--- src/rtl/h_counter.sv ---
// h_counter: horizontal pixel counter for video timing, with hsync, active-video
// and end-of-line strobes decoded from the registered count.
module h_counter #(
   parameter int H_VISIBLE = 800,
   parameter int H_FRONT   = 40,
   parameter int H_SYNC    = 128,
   parameter int H_BACK    = 88,
   parameter bit HSYNC_POL = 1'b1
) (
   input  logic        clk,
   input  logic        rst,
   output logic [10:0] count,
   output logic        hsync,
   output logic        active,
   output logic        line_end
);
   localparam logic [10:0] H_LAST   = 11'(H_VISIBLE + H_FRONT + H_SYNC + H_BACK - 1);
   localparam logic [10:0] H_VIS    = 11'(H_VISIBLE);
   localparam logic [10:0] HS_START = 11'(H_VISIBLE + H_FRONT);
   localparam logic [10:0] HS_END   = 11'(H_VISIBLE + H_FRONT + H_SYNC);
   logic [10:0] r_count;
   logic        w_in_sync;
   always_ff @(posedge clk or negedge rst)
      if (!rst) r_count <= '0;
      else      r_count <= (r_count == H_LAST) ? '0 : r_count + 11'd1;
   always_comb begin
      w_in_sync = (r_count >= HS_START) && (r_count < HS_END);
      count     = r_count;
      active    = r_count < H_VIS;
      hsync     = w_in_sync ? HSYNC_POL : ~HSYNC_POL;
      line_end  = r_count == H_LAST;
   end
endmodule

--- config.mk ---
export PLATFORM = sky130hd
export DESIGN_NAME = h_counter
export DESIGN_NICKNAME = d
export VERILOG_FILES = /design/src/rtl/h_counter.sv
export SDC_FILE = /design/constraint.sdc
export NUM_CORES = 1
export LEC_CHECK = 0
export ABC_CLOCK_PERIOD_IN_PS = 3900
export BUFFER_PORTS_ARGS = -buffer_cell sky130_fd_sc_hd__buf_2
export CAP_MARGIN = 5
export CORE_AREA = 2 2 39 41
export CTS_BUF_LIST = sky130_fd_sc_hd__clkbuf_2
export CTS_CLUSTER_DIAMETER = 30
export DETAILED_ROUTE_END_ITERATION = 8
export DIE_AREA = 0 0 41 43
export MAX_ROUTING_LAYER = met4
export PLACE_DENSITY = 0.67
export SYNTH_ARGS = -nofsm -noshare
export SYNTH_HDL_FRONTEND = slang
export SYNTH_SLANG_ARGS = --single-unit
--- constraint.sdc ---
create_clock -name clk -period 3.9 [get_ports clk]
set_clock_uncertainty 0.2 [all_clocks]
set_input_delay 0.39 -clock clk [delete_from_list [all_inputs] [get_ports clk]]
set_output_delay 0.39 -clock clk [all_outputs]
set_load 0.005 [all_outputs]
==> results of run 1 <==
==> final timing paths <==
kind	end	slack (ps)
max	line_end	1700
min	count[10]$_DFF_PN0_	320
max reg2reg	count[10]$_DFF_PN0_	2140
min reg2reg	count[0]$_DFF_PN0_	340
min in group clk	count[0]$_DFF_PN0_	340
max in group asynchronous	count[3]$_DFF_PN0_	2980
==> stage by stage <==
stage	setup slack [ps]	power [mW]	hold slack (ps)	utilization [%]	std cells
3_3_place_gp	1980	0.119	74.4	47.9	87
2_1_floorplan	2180	0.116	-106	-	56
3_5_place_dp	1970	0.119	73.9	47.9	87
6_report	1700	0.180	320	50.1	92
5_1_grt	1540	0.192	328	50.1	92
4_1_cts	1670	0.183	330	50.1	92
==> power by group <==
| group | internal, mW | switching [mW] | leakage [nW] |
|---|---|---|---|
| Clock | 0.0272 | 0.0354 | 0.0166 |
| Combinational | 0.00102 | 0.00217 | 0.226 |
| Sequential | 0.114 | 0 | 0.139 |
| Total | 0.142 | 0.0376 | 0.382 |
==> worst reg2reg max path, stage by stage, from the launching register on <==
cell and delay (ps):
dfrtp_1 440, ha_1 260, nand4_2 180, or4_1 530, nand3_1 90
==> cell type report <==
type | count | area [µm²] | share of cell area (%)
inverter | 4 | 15.0 | 2.17
tap | 16 | 20.0 | 2.89
multi-input combinational | 41 | 278 | 40.1
sequential | 11 | 275 | 39.7
clock buffer | 4 | 20.0 | 2.89
timing repair buffer | 16 | 85.1 | 12.3
==> kinds of logic (layout without fill, tap and decap cells) <==
| group | Yosys count | count (layout) | share of synthesized area, % |
|---|---|---|---|
| compound gates | 4 | 4 | 4.85 |
| xor+xnor | 8 | 8 | 12.3 |
| fa+ha+maj | 2 | 2 | 4.40 |
| buf+inv | 4 | 24 | 2.64 |
| flops | 11 | 11 | 48.5 |
| mux | 1 | 1 | 1.76 |
| simple gates | 26 | 26 | 25.6 |
==> per-layer routing <==
layer | global-route usage [%] | up-vias | routed length, µm
met4 | 8.00 | 0 | 12
met2 | 20.3 | 13 | 468
met3 | 4.71 | 2 | 58
met5 | - | - | 0
li1 | - | 235 | -
met1 | 19.7 | 227 | 507
==> cell usage in the layout, fill, tap and decap left out, drive strengths merged <==
| cell | count |
|---|---|
| dlygate4sd3 | 1 |
| ha | 2 |
| mux2i | 1 |
| or3b | 1 |
| or3 | 1 |
| o21ai | 1 |
| buf | 15 |
| nor2b | 1 |
| nand2 | 6 |
| nor4 | 1 |
| nand3 | 5 |
| nor3 | 4 |
| clkbuf | 4 |
| nor2 | 4 |
| inv | 4 |
| dfrtp | 11 |
| a31oi | 1 |
| and4b | 1 |
| o31ai | 1 |
| xor2 | 7 |
| o221ai | 1 |
| xnor2 | 1 |
| nand4 | 1 |
| or4 | 1 |
==> repair_timing <==
action,4_1_cts,5_1_grt
endpoints found under the hold margin,11,0
setup endpoints to repair,0,0
hold buffers,1,0
==> flow_summary.toml, run 1 <==
[floorplan]
fp.dieH_um = 43
rows = 14
start_util_pct = 41.0
fp.dieArea_mm2 = 0.00176
ios = 16
coreArea_mm2 = 0.00138
fp.dieW_um = 41

[power]
p_leak_nw = 0.382
max-vdd-ir-drop_mv = 0.138
powerDensity_mw_per_mm2 = 259

[clocking]
numCtsBuffers = 3
cts_tree = "built"
clk_path_buf_depth = 2
post-cts-setup-buffers = 0
clk_latency_ps = 250
htreeDepth = 1
clk_pin_slew_ps = 110
cts-resized-gates = 0
clock-sinks = 11
clockRootBuffer = "clkbuf_2"

[sta]
finalSetupTns_ps = 0
clock.fmax_mhz = 454
rsz0062_at_grt = "false"
fin_crit_sh_pct = 56.4
slew_violations = 0
setup_viol = 0
hold_viol = 0
period_needed_ps = 2200
max_slew_margin_pct = 77.2
worst-slew-pin-transition_ps = 339

[critical_path]
r2r_start = "count[0]$_DFF_PN0_"
critPathBufInv = 1
slowest_stage = "or3_1"
crit_path_start = "count[7]$_DFF_PN0_"
cp_max_fo = 6
path_depth = 3
cp_cell_sequence = "or3_1, nor3_2, buf_2"
critPathKind = "flop to primary output"
end_kind = "primary output"
cp_slowest_stage_delay_ps = 470
critical-path-top-delay-family = "simple AND/OR/NAND/NOR gates"
reg2regPathDepth = 4
cp.required_ps = 3310
start_kind = "flop"
arrival_ps = 1610

[flow_run]
drv_cap = 0

[yosys]
yosys_warnings = 0
synth-seq-area-share_pct = 48.5
synthesis.nets = 60
synth_edf_count = 0
ys.flop_type = "dfrtp_1"
avgSynthCellArea_um2 = 10.1
async_flop_share_pct = 100
yosysTopAreaCell = "dfrtp_1"
synth_common_cells = "11 x dfrtp_1, 7 x xor2_1, 6 x nand2_1"
synth_area_leaders = "dfrtp_1 48%, xor2_1 11%, ha_1 4.4%"
yosysUniqueCellTypes = 22
yosys_register_bits = 11
synth_top_area_share_pct = 48.5
synth_most_common_cell = "dfrtp_1"
syn_area_um2 = 568
synth_cells = 56

[detailed_routing]
wl_per_cell_um = 11.4
first_pass_iters = 2
drt_iter0_markers = 4
routed_wl_um = 1050
post_drt_via_cell_ratio = 5.18
vias = 477
final_antenna_net_count = 0
drc_errors = 0

[layout]
syn_to_final_growth_pct = 22.0
largest_reg_flops = 11
nets = 81
fillerInstances = 133
antennaDiodeCount = 0
final_cell_area_um2 = 693
drive_gt1_share_pct = 27.6

[global_route]
antenna_found_initial = 0
grt_max_degree = 12
track_usage_pct = 15.1
grt_pass1_wl_um = 1680
grt_pass1_vias = 380
grt_overflow_total = 0

[placement]
dpl-instance-area_um2 = 663
gp_congestion = 0.784
io_buffers = 15
dpl.hpwl_um = 801

[status]
outcome = "finished, final reports clean"

[worst_hold_path]
hold_path.class = "primary input to asynchronous set/reset pin"
Power figures use the tool's default switching activity.
==> run 2: changes to the inputs <==
==> config.mk (replaced) <==
export PLATFORM = sky130hd
export DESIGN_NAME = h_counter
export DESIGN_NICKNAME = d
export VERILOG_FILES = /design/src/rtl/h_counter.sv
export SDC_FILE = /design/constraint.sdc
export NUM_CORES = 1
export LEC_CHECK = 0
export ABC_AREA = 1
export ABC_CLOCK_PERIOD_IN_PS = 1750
export BUFFER_PORTS_ARGS = -buffer_cell sky130_fd_sc_hd__buf_2
export CAP_MARGIN = 5
export CORE_MARGIN = 1.5
export CORE_UTILIZATION = 46
export CTS_BUF_LIST = sky130_fd_sc_hd__clkbuf_2
export CTS_CLUSTER_DIAMETER = 30
export DETAILED_ROUTE_END_ITERATION = 8
export MAX_ROUTING_LAYER = met4
export PLACE_DENSITY = 0.73
export SYNTH_ARGS = -nofsm -noshare
export SYNTH_HDL_FRONTEND = slang
export SYNTH_SLANG_ARGS = --single-unit
==> constraint.sdc (replaced) <==
create_clock -name clk -period 1.75 [get_ports clk]
set_clock_uncertainty 0.2 [all_clocks]
set_input_delay 0.175 -clock clk [delete_from_list [all_inputs] [get_ports clk]]
set_output_delay 0.175 -clock clk [all_outputs]
set_load 0.005 [all_outputs]
==> run 2 against run 1 <==
  * Non-clock buffer count increased by 10
  * Die area decreased by 9.0%
  * Worst setup slack got worse by 1700 ps
  * Global-route usage increased by 3.8 points
  * Critical path type unchanged
  * Critical endpoint unchanged
==> flow_summary.toml, run 2 <==
[yosys]
yosys_register_bits = 11
synth_common_cells = "16 x nand2_1, 12 x inv_1, 11 x dfrtp_1"
synth_area_leaders = "dfrtp_1 44%, nand2_1 9.5%, xor2_1 8.3%"
synth_compound_area_share_pct = 3.17
synth-seq-area-share_pct = 43.6
synthesis.nets = 81
synth_edf_count = 0
avgSynthCellArea_um2 = 8.21
async_flop_share_pct = 100
synth_xor_area_share_pct = 8.32
synth_top_area_share_pct = 43.6
synthAdderAreaFrac_pct = 3.96
yosysUniqueCellTypes = 18
synth.area.mux_share_pct = 0
yosysTopAreaCell = "dfrtp_1"
syn_area_um2 = 632
synthSimpleGateAreaFrac_pct = 31.1
synth_most_common_cell = "nand2_1"
synth_cells = 77
ys.flop_type = "dfrtp_1"
synth_top_family_by_area = "simple AND/OR/NAND/NOR gates"
yosys_warnings = 0

[detailed_routing]
drt_iter0_markers = 8
drc_errors = 0
final_antenna_net_count = 0
wl_per_cell_um = 10.8
first_pass_iters = 4
routed_wl_um = 1300
vias = 586
post_drt_via_cell_ratio = 4.84

[global_route]
busiest_layer = "met1"
use_met1_pct = 26.4
grt_overflow_total = 0
grt_pass1_wl_um = 1850
grt_max_degree = 12
grt_pass1_vias = 431
antenna_found_initial = 0
use_met3_pct = 3.33
grtUsageMet2_pct = 24.2
track_usage_pct = 18.9

[sta]
fin_ws_ps = 44.1
whs_ps = 81.8
finalSetupTns_ps = 0
worst-slew-pin-transition_ps = 254
setup_viol = 0
slew_violations = 0
clock.fmax_mhz = 586
hold_viol = 0
period_needed_ps = 1710
max_slew_margin_pct = 83.0
fin_crit_sh_pct = 97.5
rsz0062_at_grt = "true"

[clocking]
clk_latency_ps = 270
numCtsBuffers = 3
clockRootBuffer = "clkbuf_2"
clock-sinks = 11
clk_path_buf_depth = 2
clk_pin_slew_ps = 120
htreeDepth = 1
cts_tree = "built"

[placement]
io_buffers = 15
post-place-ws_ps = 177
dpl.hpwl_um = 876
gp_congestion = 0.886

[floorplan]
start_util_pct = 49.2
rows = 13
ios = 16
coreArea_mm2 = 0.00128
fp.dieArea_mm2 = 0.00160
fp.dieH_um = 40.1
fp.dieW_um = 40.1

[layout]
nets = 111
largest_reg_flops = 11
layout_commonest_cell = "nand2_1"
final_cell_mix = "16 x nand2_1, 14 x buf_2, 12 x inv_1, 10 x buf_4"
syn_to_final_growth_pct = 37.0
drive_gt1_share_pct = 43.4
final_util_pct = 67.4
antennaDiodeCount = 0

[flow_run]
drv_cap = 0

[status]
outcome = "finished, final reports clean"

[critical_path]
cp.required_ps = 1370
cp_max_fo = 5
arrival_ps = 1330
critPathKind = "flop to primary output"
start_kind = "flop"
end_kind = "primary output"

[power]
finalPower_uw = 418
max-vdd-ir-drop_mv = 0.333
powerDensity_mw_per_mm2 = 483
p_leak_nw = 0.476

[worst_hold_path]
hold_path.class = "primary input to asynchronous set/reset pin"
run 2: cell types whose count changed after synthesis, moves of 2 or more:
cell	delta
nand2_1	+10
a21oi_1	+2
nor2_1	+3
inv_1	+8
nor3_1	-3
nand3_1	+2
nor2_2	+5
run 2: cell families after synthesis:
| family | after synthesis |
|---|---|
| flip-flops | 11 |
| AND/OR/NAND/NOR | 40 |
| adder cells (fa/ha/maj) | 2 |
| AO/OA/AOI/OAI | 4 |
| buffers and inverters | 14 |
| XOR/XNOR | 6 |
run 2: final timing paths:
path | startpoint | slack (ps) | cells after the start | endpoint
setup / recovery | count[5]$_DFF_PN0_ | 40 | 6 | line_end
hold / removal | rst | 80 | 2 | count[8]$_DFF_PN0_
setup reg to reg | count[0]$_DFF_PN0_ | 350 | 5 | count[9]$_DFF_PN0_
hold reg to reg | count[10]$_DFF_PN0_ | 380 | 2 | count[10]$_DFF_PN0_
max in group asynchronous | rst | 1050 | 2 | count[5]$_DFF_PN0_
min in group clk | count[10]$_DFF_PN0_ | 380 | 2 | count[10]$_DFF_PN0_
run 2: area by class of cell:
type                       instances  area, µm²
clock buffer                       4       20.0
multi-input combinational         52        329
timing repair buffer              26        166
inverter                          13       51.3
fill                              98        419
tap                               15       18.8
sequential                        11        280
run 2: what timing repair did:
action                     CTS  global route
hold buffers                 1             0
pin swaps                    2             2
resized for setup            4             8
setup buffers                3             7
hold endpoints to repair    11             0
setup endpoints to repair    1             2
run 2: report_power, final:
| part | internal, mW | total (mW) | switching, mW |
|---|---|---|---|
| clock | 0.0606 | 0.157 | 0.0960 |
| combinational | 0.00227 | 0.00735 | 0.00507 |
| sequential | 0.254 | 0.254 | 0 |
run 2: worst max-delay path: stages (launching register included):
cell and delay, ps:
dfrtp_2 460, nor2_2 120, nand2_1 100, nor2_4 140, nand2_4 70, inv_4 80
buf_6 90
run 2: stage by stage:
stage | instance area, µm² | instances
detailed placement | 714 | 106
floorplan | 632 | 77
finish | 866 | 121
global route | 866 | 121
CTS | 781 | 114
global placement | 714 | 106
run 2: metal layers:
metal,part of all wire [%],vias up
met5,0,-
met4,2.5,0
met3,3.7,5
met2,45,11
met1,49,273
li1,-,297
==> run 3: changes to the inputs <==
--- a/config.mk
+++ b/config.mk
@@ -7,7 +7,7 @@
 export LEC_CHECK = 0
 export ABC_AREA = 1
 export ABC_CLOCK_PERIOD_IN_PS = 1750
-export BUFFER_PORTS_ARGS = -buffer_cell sky130_fd_sc_hd__buf_2
+export BUFFER_PORTS_ARGS = -buffer_cell sky130_fd_sc_hd__buf_4
 export CAP_MARGIN = 5
 export CORE_MARGIN = 1.5
 export CORE_UTILIZATION = 46
@@ -16,6 +16,7 @@
 export DETAILED_ROUTE_END_ITERATION = 8
 export MAX_ROUTING_LAYER = met4
 export PLACE_DENSITY = 0.73
+export SETUP_SLACK_MARGIN = 0.05
 export SYNTH_ARGS = -nofsm -noshare
 export SYNTH_HDL_FRONTEND = slang
 export SYNTH_SLANG_ARGS = --single-unit
==> run 3 against run 2 <==
  * Combinational power up 12%
  * Clock power down 10%
  * Worst setup slack improved by 38 ps
  * Register-to-register slack got worse by 100 ps
  * Final area grew 4.6%
  * Clock-buffer cell count did not move
  * Global-route usage up 2.7 points
  * Utilization grew 3.1 points
  * Via count decreased by 1.0%
  * Sequential power is essentially flat
  * Sequential share of layout area decreased by 1.4 points
  * Hold slack gained 3.3 ps
  * Critical path type unchanged
  * Critical endpoint unchanged
  * Highest routed layer is now met3
==> flow_summary.toml, run 3 (same netlist as run 2, synthesis figures left out) <==
[power]
powerDensity_mw_per_mm2 = 445
combPwrFrac_pct = 2.0
power.share.clock_pct = 34.9
cell_internal_pwr_uw = 318
power.switching_uw = 85.1
seqPwrFrac_pct = 63.1
p_leak_nw = 0.488
max-vdd-ir-drop_mv = 0.371
switching_share_pct = 21.1

[critical_path]
cp_max_fo = 3
crit_path_start = "count[0]$_DFF_PN0_"
cp.required_ps = 1370
critPathKind = "flop to primary output"
ff2ff_setup_slack_ps = 250
arrival_ps = 1290
end_kind = "primary output"
r2r_start = "count[0]$_DFF_PN0_"
start_kind = "flop"

[placement]
dpl-instance-area_um2 = 752
io_buffers = 15
gp_congestion = 0.877
post-place-ws_ps = 160
dpl.hpwl_um = 876

[sta]
setup_viol = 0
finalSetupTns_ps = 0
hold_viol = 0
fin_crit_sh_pct = 95.3
rsz0062_at_grt = "true"
max_slew_margin_pct = 84.6
worst-slew-pin-transition_ps = 230
period_needed_ps = 1670
clock.fmax_mhz = 599
fin_ws_ps = 81.7
slew_violations = 0

[floorplan]
fp.dieArea_mm2 = 0.00160
fp.dieH_um = 40.1
ios = 16
coreArea_mm2 = 0.00128
start_util_pct = 49.2
rows = 13
fp.dieW_um = 40.1

[detailed_routing]
wl_met2_um = 723
highest_layer = "met3"
met3WireLength_um = 72
final_antenna_net_count = 0
first_pass_iters = 4
drt_iter0_markers = 23
drc_errors = 0
wl_per_cell_um = 11.9
met1_length_um = 662
post_drt_via_cell_ratio = 4.75
vias = 580
routed_wl_um = 1460

[flow_run]
drv_cap = 0

[layout]
layout_commonest_cell = "buf_4"
final_cell_area_um2 = 906
largest_reg_flops = 11
syn_to_final_growth_pct = 43.4
drive_gt1_share_pct = 43.9
fillerInstances = 92
final_util_pct = 70.5
final_cell_mix = "25 x buf_4, 16 x nand2_1, 11 x inv_1, 7 x nand3_1, 7 x dfrtp_1"
antennaDiodeCount = 0
nets = 112

[clocking]
clk_pin_slew_ps = 100
cts_tree = "built"
clk_latency_ps = 250
clock-sinks = 11
clk_path_buf_depth = 2
htreeDepth = 1
numCtsBuffers = 3
clockRootBuffer = "clkbuf_2"

[worst_hold_path]
hold_path.class = "primary input to asynchronous set/reset pin"

[global_route]
track_usage_pct = 21.6
grt_pass1_vias = 475
grt_overflow_total = 0
antenna_found_initial = 0
grt_pass1_wl_um = 2080
grt_max_degree = 12

[status]
outcome = "finished, final reports clean"
[run 3: changes by cell type in the layout (fill, tap and decap cells not counted)]
cell and delta:
buf_4 +15, buf_2 -14, inv_1 -1, inv_2 +1, nor2_1 +1, nor2_2 -1
[run 3: critical path, cell delays in order (launching register included)]
cell	delay, ps
dfrtp_1	410
ha_4	170
nand3_4	110
nor2_4	150
nand2_4	60
inv_4	60
buf_6	80
[run 3: final cells by class]
| class | instances | area [µm²] | area share, % |
|---|---|---|---|
| repair buffers | 27 | 209 | 23.1 |
| multi-input cells | 52 | 327 | 36.0 |
| clock buffers | 4 | 20.0 | 2.21 |
| inverters | 13 | 51.3 | 5.66 |
| well taps | 15 | 18.8 | 2.07 |
| flip-flops and latches | 11 | 280 | 30.9 |
[run 3: timing repair]
action | in CTS | in global routing
hold buffers | 1 | 0
hold endpoints to repair | 11 | 0
setup buffers | 5 | 6
pin swaps | 2 | 2
setup endpoints to repair | 1 | 3
cloned | 0 | 0
resized for setup | 8 | 4
[run 3: worst paths after layout]
path,to,cells past startpoint
hold reg to reg,count[10]$_DFF_PN0_,2
max in group asynchronous,count[5]$_DFF_PN0_,2
setup / recovery,line_end,6
hold / removal,count[9]$_DFF_PN0_,2
min in group clk,count[10]$_DFF_PN0_,2
setup reg to reg,count[3]$_DFF_PN0_,8
[run 3: power by group through the flow]
| stage | Clock (mW) | Sequential [mW] | Combinational [mW] |
|---|---|---|---|
| after detailed placement | 0 | 0.259 | 0.00684 |
| after global placement | 0 | 0.259 | 0.00682 |
| after global routing | 0.160 | 0.254 | 0.00957 |
| final | 0.141 | 0.254 | 0.00824 |
| after floorplan | 0 | 0.259 | 0.000000189 |
| after CTS | 0.145 | 0.254 | 0.00858 |
[run 3: routing by layer]
layer	track usage (%)	vias up
li1	-	293
met1	26.6	272
met2	31.9	15
met3	10.0	0
met4	5.17	0
met5	-	-
[run 3: through the flow]
step / power [mW] / instances / hold slack, ps
final: 0.403 / 122 / 85.0
after floorplan: 0.259 / 77 / -321
after CTS: 0.408 / 116 / 70.7
after global placement: 0.266 / 106 / -182
after global routing: 0.424 / 122 / 73.4
after detailed placement: 0.266 / 106 / -182
